`src/rtl/fetch_unit_pkg.sv`:
```
// rtl/fetch_unit_pkg.sv - shared pipeline constants and fetch state encoding
package fetch_unit_pkg;

    localparam logic [31:0] RESET_PC  = 32'h0000_0000;
    localparam logic [31:0] NOP_INSTR = 32'h0000_0013;

    typedef enum logic {
        IDLE,
        WAIT
    } fetchState_t;

endpackage

```
`src/rtl/if_id_reg.sv`:
```
// rtl/if_id_reg.sv - pipeline stage register with stall, flush and load-select
module if_id_reg #(
    parameter int          XLEN      = 32,
    parameter logic [31:0] NOP_INSTR = 32'h0000_0013
) (
    input  logic            clk,
    input  logic            rst,
    input  logic            stall,
    input  logic            flush,
    input  logic            load,
    input  logic [31:0]     loadInstr,
    input  logic [XLEN-1:0] loadPC,
    input  logic [XLEN-1:0] loadPCPlus4,
    output logic [31:0]     InstrD,
    output logic [XLEN-1:0] PCD,
    output logic [XLEN-1:0] PCPlus4D,
    output logic            ValidD
);

    // Bubbles keep the PC fields so a later stall-hold still shows the last PC.
    always_ff @(posedge clk or posedge rst) begin
        if (rst) begin
            InstrD   <= NOP_INSTR;
            PCD      <= '0;
            PCPlus4D <= '0;
            ValidD   <= 1'b0;
        end else if (flush) begin
            InstrD   <= NOP_INSTR;
            ValidD   <= 1'b0;
        end else if (!stall) begin
            if (load) begin
                InstrD   <= loadInstr;
                PCD      <= loadPC;
                PCPlus4D <= loadPCPlus4;
                ValidD   <= 1'b1;
            end else begin
                InstrD   <= NOP_INSTR;
                ValidD   <= 1'b0;
            end
        end
    end

endmodule

```
`src/rtl/fetch_unit.sv`:
```
// rtl/fetch_unit.sv - instruction fetch: PCF, one-outstanding imem request, skid buffer, IF/ID
module fetch_unit #(
    parameter int              XLEN      = 32,
    parameter logic [XLEN-1:0] RESET_PC  = XLEN'(fetch_unit_pkg::RESET_PC),
    parameter logic [31:0]     NOP_INSTR = fetch_unit_pkg::NOP_INSTR
) (
    input  logic            clk,
    input  logic            rst,
    input  logic            StallF,
    input  logic            StallD,
    input  logic            FlushD,
    input  logic            PCSrcE,
    input  logic [XLEN-1:0] PCTargetE,
    output logic            IMemReq,
    output logic [XLEN-1:0] IMemAddr,
    input  logic            IMemGnt,
    input  logic            IMemRvalid,
    input  logic [31:0]     IMemRdata,
    output logic [31:0]     InstrD,
    output logic [XLEN-1:0] PCD,
    output logic [XLEN-1:0] PCPlus4D,
    output logic            ValidD
);

    import fetch_unit_pkg::*;

    localparam logic [XLEN-1:0] FOUR = XLEN'(4);

    fetchState_t     state;
    logic [XLEN-1:0] PCF;
    logic [XLEN-1:0] ReqPC;
    logic [XLEN-1:0] BufPC;
    logic [31:0]     BufInstr;
    logic            BufValid;
    logic            Discard;

    logic            respValid;
    logic            respKeep;
    logic            respToD;
    logic            bufCapture;
    logic            grant;
    logic            loadD;
    logic [31:0]     loadInstr;
    logic [XLEN-1:0] loadPC;

    assign respValid  = (state == WAIT) & IMemRvalid;
    assign respKeep   = respValid & !Discard & !PCSrcE;
    assign respToD    = respKeep & !StallD & !FlushD;
    assign bufCapture = respKeep & StallD & !FlushD;

    // A new request may share the cycle with the response that frees the slot,
    // as long as that response has somewhere to go (dropped or straight into D).
    assign IMemReq  = !rst & !StallF & !PCSrcE & !BufValid &
                      ((state == IDLE) | (respValid & (Discard | !StallD)));
    assign grant    = IMemReq & IMemGnt;
    assign IMemAddr = PCF;

    assign loadD     = BufValid | respToD;
    assign loadInstr = BufValid ? BufInstr : IMemRdata;
    assign loadPC    = BufValid ? BufPC : ReqPC;

    always_ff @(posedge clk or posedge rst) begin
        if (rst) begin
            state    <= IDLE;
            PCF      <= RESET_PC;
            ReqPC    <= '0;
            BufPC    <= '0;
            BufInstr <= '0;
            BufValid <= 1'b0;
            Discard  <= 1'b0;
        end else begin
            if (PCSrcE)
                PCF <= PCTargetE;
            else if (grant)
                PCF <= PCF + FOUR;

            if (grant)
                ReqPC <= PCF;

            if (grant)
                state <= WAIT;
            else if (respValid)
                state <= IDLE;

            // An in-flight request from the old path must not reach decode.
            if (PCSrcE && state == WAIT && !IMemRvalid)
                Discard <= 1'b1;
            else if (respValid)
                Discard <= 1'b0;

            if (PCSrcE || FlushD)
                BufValid <= 1'b0;
            else if (bufCapture)
                BufValid <= 1'b1;
            else if (!StallD)
                BufValid <= 1'b0;

            if (bufCapture) begin
                BufInstr <= IMemRdata;
                BufPC    <= ReqPC;
            end
        end
    end

    if_id_reg #(
        .XLEN      (XLEN),
        .NOP_INSTR (NOP_INSTR)
    ) u_if_id_reg (
        .clk         (clk),
        .rst         (rst),
        .stall       (StallD),
        .flush       (FlushD),
        .load        (loadD),
        .loadInstr   (loadInstr),
        .loadPC      (loadPC),
        .loadPCPlus4 (loadPC + FOUR),
        .InstrD      (InstrD),
        .PCD         (PCD),
        .PCPlus4D    (PCPlus4D),
        .ValidD      (ValidD)
    );

endmodule

```
`config.mk`:
```
export PLATFORM = sky130hd
export DESIGN_NAME = fetch_unit
export DESIGN_NICKNAME = d
export VERILOG_FILES = /design/src/rtl/fetch_unit_pkg.sv /design/src/rtl/if_id_reg.sv /design/src/rtl/fetch_unit.sv
export SDC_FILE = /design/constraint.sdc
export NUM_CORES = 1
export LEC_CHECK = 0
export ABC_AREA = 1
export BUFFER_PORTS_ARGS = -buffer_cell sky130_fd_sc_hd__buf_2
export CORE_AREA = 2 2 272 140
export CTS_CLUSTER_DIAMETER = 120
export CTS_CLUSTER_SIZE = 8
export DETAILED_ROUTE_END_ITERATION = 12
export DIE_AREA = 0 0 274 142
export GPL_TIMING_DRIVEN = 1
export REMOVE_ABC_BUFFERS = 1
export SYNTH_ARGS = -nofsm -noshare
export SYNTH_HDL_FRONTEND = slang
export SYNTH_SLANG_ARGS = --single-unit
```
`constraint.sdc`:
```
create_clock -name clk -period 8.25 [get_ports clk]
set_input_delay 0.825 -clock clk [delete_from_list [all_inputs] [get_ports clk]]
set_output_delay 0.825 -clock clk [all_outputs]
set_load 0.02 [all_outputs]
```
; After elaboration in Yosys (flattened, before gate mapping)
; Cells that the tools add are included.
[op_classes]
n_addsub = 2
n_eq_ne = 2
mux = 16
bitwise_logic = 19
reduce_logical = 15
[op_table]
columns = op, n
row1 = two-way mux 32 bit, 7
row2 = adder 32 x 3 -> 32 bit (second input constant), 2
row3 = bitwise AND 1 bit, 13
row4 = two-way mux 1 bit, 9
row5 = zero test 1 bit, 8
row6 = nonzero test 2 bit, 3
row7 = inequality test 3 x 1 -> 1 bit (second input constant), 1
row8 = inverter 1 bit, 3
row9 = bitwise OR 1 bit, 3
row10 = AND reduction 3 bit, 1
row11 = logical AND 1 bit, 2
row12 = inequality test 2 x 1 -> 1 bit (second input constant), 1
row13 = logical OR 1 bit, 1
[word_totals]
regBits = 228
inputBits = 72
out_inout_bits = 130
elab_cells = 65

; Longest topological paths before layout
[logic_depth]
ltp_word = 9
ltp_mapped = 14
depth_no_buf = 13

; By module
; From an unflattened synthesis, not the netlist that was laid out.
[hier_totals]
hier_cells = 1511
hier_area_um2 = 11463.5
[by_module_without_submodules]
columns = module, instances, cells_each, area_per_inst_um2, seq_area_each_um2
row1 = fetch_unit, 1, 1081, 7571.0, 3278.1
row2 = if_id_reg, 1, 430, 3892.5, 2431.1

; Worst setup path before layout
; No wires, ideal clock.
[synth_path]
kind = input to output
start = in PCSrcE
end = out IMemReq
arrival_ns = 1.568
required_ns = 7.425
path_slack_ns = 5.857
stages = 3
path_buffers = 1
cell_sequence = clkbuf_1 -> nor4_4 -> and2_1
[synth_via]
elab_chain_len = 4
[synth_rtl]
columns = item, line
row1 = "start, declared", fetch_unit.sv:12  ; input logic PCSrcE,
row2 = zero test 1 bit, fetch_unit.sv:53  ; assign IMemReq = !rst & !StallF & !PCSrcE & !BufValid &
row3 = bitwise AND 1 bit (3 in series), fetch_unit.sv:53
row4 = "end, declared", fetch_unit.sv:14  ; output logic IMemReq,
; No other way between the ends.

; Worst setup path in the final report
[layout_path]
start = in PCSrcE
end = reg u_if_id_reg.PCPlus4D[8]
[layout_via]
elab_chain_len = 6
[layout_rtl]
columns = item, line
row1 = zero test 1 bit, fetch_unit.sv:47  ; assign respKeep = respValid & !Discard & !PCSrcE;
row2 = bitwise AND 1 bit, fetch_unit.sv:47
row3 = bitwise AND 1 bit (2 in series), fetch_unit.sv:48  ; assign respToD = respKeep & !StallD & !FlushD;
row4 = bitwise OR 1 bit, fetch_unit.sv:58  ; assign loadD = BufValid | respToD;
row5 = AND reduction 3 bit (no line), -
row6 = "end signal, assigned", if_id_reg.sv:34  ; PCPlus4D <= loadPCPlus4;
row7 = "end, declared", if_id_reg.sv:16  ; output logic [XLEN-1:0] PCPlus4D,
; No other way between the ends.
; A chain may end at the register's enable or synchronous reset.

==> results_dict.tcl <==
set metrics [dict create \
    area_delta_synth_final_pct 21.3 \
    grt_pass1_wl_um 52000 \
    hold-path-endpoint "u_if_id_reg.PCPlus4D[28]" \
    min-delay-start "u_if_id_reg.PCPlus4D[28]" \
    cts_resized 0 \
    fin_area_mm2 0.0131 \
    rrSetupSlack_ns 5.56 \
    tritoncts "done" \
    multi_input_area_mm2 0.00438 \
    yosysUniqueCellTypes 40 \
    tns_ns 0 \
    grt_max_degree 152 \
    r2r_cells 7 \
    track_usage_pct 17.1 \
    syn-cell-area_mm2 0.0108 \
    place_ws_ns 4.71 \
    maxSlewHeadroom_pct 27.2 \
    worstMarginPinSlew_ns 1.09 \
    worstReg2RegEnd "IMemAddr[28]" \
    status "finished, final reports clean" \
    fmax_mhz 331 \
    fp.dieH_um 142 \
    synth-seq-cells 226 \
    synth_area_leader_cell "dfrtp_1" \
    syn_avg_cell_area_um2 8.05 \
    drv_cap 0 \
    power_leakage_nw 6.72 \
    synth-edff-count 0 \
    routed_wirelength_um 33000 \
    wl_per_cell_um 16.3 \
    cts_root_buffer "clkbuf_16" \
    syn_inst 1342 \
    r2r_start "BufValid" \
    dieWidth_um 274 \
    antenna_found_initial 2 \
    vias 9521 \
    seq_area_mm2 0.00566 \
    start_kind "input port" \
    num-nets-final 1597 \
    synthArstFlopShare_pct 100 \
    fin_worst_skew_ns 0.0181 \
    crit_fanout 62 \
    endpoint_kind "flip-flop" \
    path_class "in2reg" \
    numPortBuffers 201 \
    power-per-cell-area_mw_per_mm2 247 \
    setup-violations-final 0 \
    rows 50 \
    clock_latency_ns 0.51 \
    power_mw 3.24 \
    final_max_slew_viol_count 0 \
    synth.top_cells.by_area "dfrtp_1 52%, nand2_1 16%, o21ai_0 6.6%" \
    final.fill_count 3885 \
    drtIter0Drc 899 \
    grt_pass1_vias 9064 \
    drtAntennaViolNets 0 \
    dp.cells 1981 \
    initial_core_util_pct 29.5 \
    die-area_mm2 0.0389 \
    finalNonFillerCells 2025 \
    clk_pin_slew_ns 0.05 \
    firstDrtPassIters 5 \
    period_share_pct 36.6 \
    place.gp.congestion 0.936 \
    cts_buffers 34 \
    holdPathStages 2 \
    drive_above_1_share_pct 19.7 \
    fin_crit_ns 3.02 \
    rsz0062_at_grt "no" \
    hold_viol 0 \
    hpwl_um 23600 \
    cts_max_level 2 \
    ys.flop_type "dfrtp_1" \
    overflow 0 \
    cts_setup_buffers 0 \
    synth_top_area_share_pct 51.6 \
    drc 0 \
    ys_warn_count 0 \
    setup_slack_ns 5.23 \
    place_area_mm2 0.0122 \
    ctsHoldBuffers 0 \
    synth.top_cells.by_count "471 x nand2_1, 223 x dfrtp_1, 143 x o21ai_0, 119 x inv_1, 101 x nor2_1" \
    synth.most_common_cell "nand2_1" \
    cp.arrival_ns 3.45 \
    cp_data_required_time_ns 8.68 \
    clk_path_buf_depth 3 \
    cts.sinks 226 \
    avgViaCountPerCell 4.70 \
    synth-seq-area-share_pct 52.4 \
    hold_class "reg2reg" \
    core_area_mm2 0.0367 \
    irDropWorstVdd_mv 0.122 \
    ios 202 \
]
==> flip-flops by register name (all words and copies together), names as in the netlist <==
| register | count |
|---|---|
| u_if_id_reg.InstrD | 32 |
| u_if_id_reg.PCD | 30 |
| BufPC | 32 |
| BufInstr | 32 |
| ReqPC | 32 |
| Discard | 1 |
| u_if_id_reg.PCPlus4D | 32 |
| BufValid | 1 |
| IMemAddr | 32 |
| u_if_id_reg.ValidD | 1 |
| state | 1 |
==> power breakdown <==
| part | total [mW] | leakage, nW | internal, mW | switching (mW) |
|---|---|---|---|---|
| logic | 0.617 | 3.32 | 0.197 | 0.420 |
| registers | 1.39 | 2.96 | 1.27 | 0.118 |
| clock network | 1.23 | 0.445 | 0.740 | 0.489 |
==> worst max-delay path by stage <==
| stage | start | endpoint | slack, ns | cells after the start |
|---|---|---|---|---|
| 2_1_floorplan | rst | BufInstr[0] | 1.24 | 1 |
| 3_5_place_dp | PCSrcE | u_if_id_reg.PCPlus4D[8] | 4.71 | 8 |
| 4_1_cts | PCSrcE | u_if_id_reg.PCPlus4D[8] | 5.24 | 8 |
| 6_report | PCSrcE | u_if_id_reg.PCPlus4D[8] | 5.23 | 8 |
| 5_1_grt | PCSrcE | u_if_id_reg.PCPlus4D[8] | 4.96 | 8 |
| 3_3_place_gp | PCSrcE | u_if_id_reg.PCPlus4D[20] | 4.71 | 10 |
==> worst max-delay path: stages <==
cell,delay (ns)
buf_2,0.56
inv_2,0.39
nand2_1,0.16
nand2_1,0.10
nand3_4,0.39
buf_4,0.61
nor2_1,0.13
a22oi_1,0.19
==> routing by layer <==
metal	GRT usage, %	part of all wire (%)	vias to the layer above
li1	-	-	4643
met1	26.3	50	4538
met2	24.1	42	299
met3	3.85	7.3	39
met4	3.58	1.3	2
met5	0	0.039	-
==> area by class of cell <==
class | count | share of cell area, %
Antenna cell | 1 | 0.0191
Clock buffer | 39 | 6.63
Clock inverter | 4 | 0.325
Inverter | 123 | 3.62
Multi-Input combinational cell | 930 | 33.4
Sequential cell | 226 | 43.2
Tap cell | 494 | 4.72
Timing Repair Buffer | 208 | 8.07
==> per-stage QoR <==
step           utilization, %  hold slack [ns]
3_3_place_gp             33.3            0.460
5_1_grt                  35.8            0.502
6_report                 35.8            0.476
2_1_floorplan               -            0.448
3_5_place_dp             33.3            0.468
4_1_cts                  35.8            0.481
==> layout by cell type, fill, tap and decap left out, types with 4 or more instances in the layout <==
| cell | n |
|---|---|
| nand2_1 | 471 |
| dfrtp_1 | 223 |
| buf_2 | 201 |
| o21ai_0 | 143 |
| inv_1 | 118 |
| nor2_1 | 100 |
| nand3_1 | 73 |
| clkbuf_16 | 34 |
| mux2_2 | 24 |
| o21ai_1 | 22 |
| xor2_1 | 20 |
| o211ai_1 | 17 |
| nor3_1 | 7 |
| a31oi_1 | 7 |
| buf_4 | 7 |
| o211ai_2 | 6 |
| nor2_2 | 6 |
| a21oi_1 | 5 |
| clkbuf_1 | 5 |
| nand2_2 | 4 |
==> cells by family (layout without fill, tap and decap cells) <==
family,count (synthesis),in the layout,share of synthesized area [%]
mux,24,24,2.50
other cells,0,1,0
buf+inv,186,374,7.33
compound gates,208,208,10.7
flops,226,226,52.4
xor+xnor,21,21,1.70
simple gates,675,675,25.2
fa+ha+maj,2,2,0.231
(Power assumes the default switching activity.)
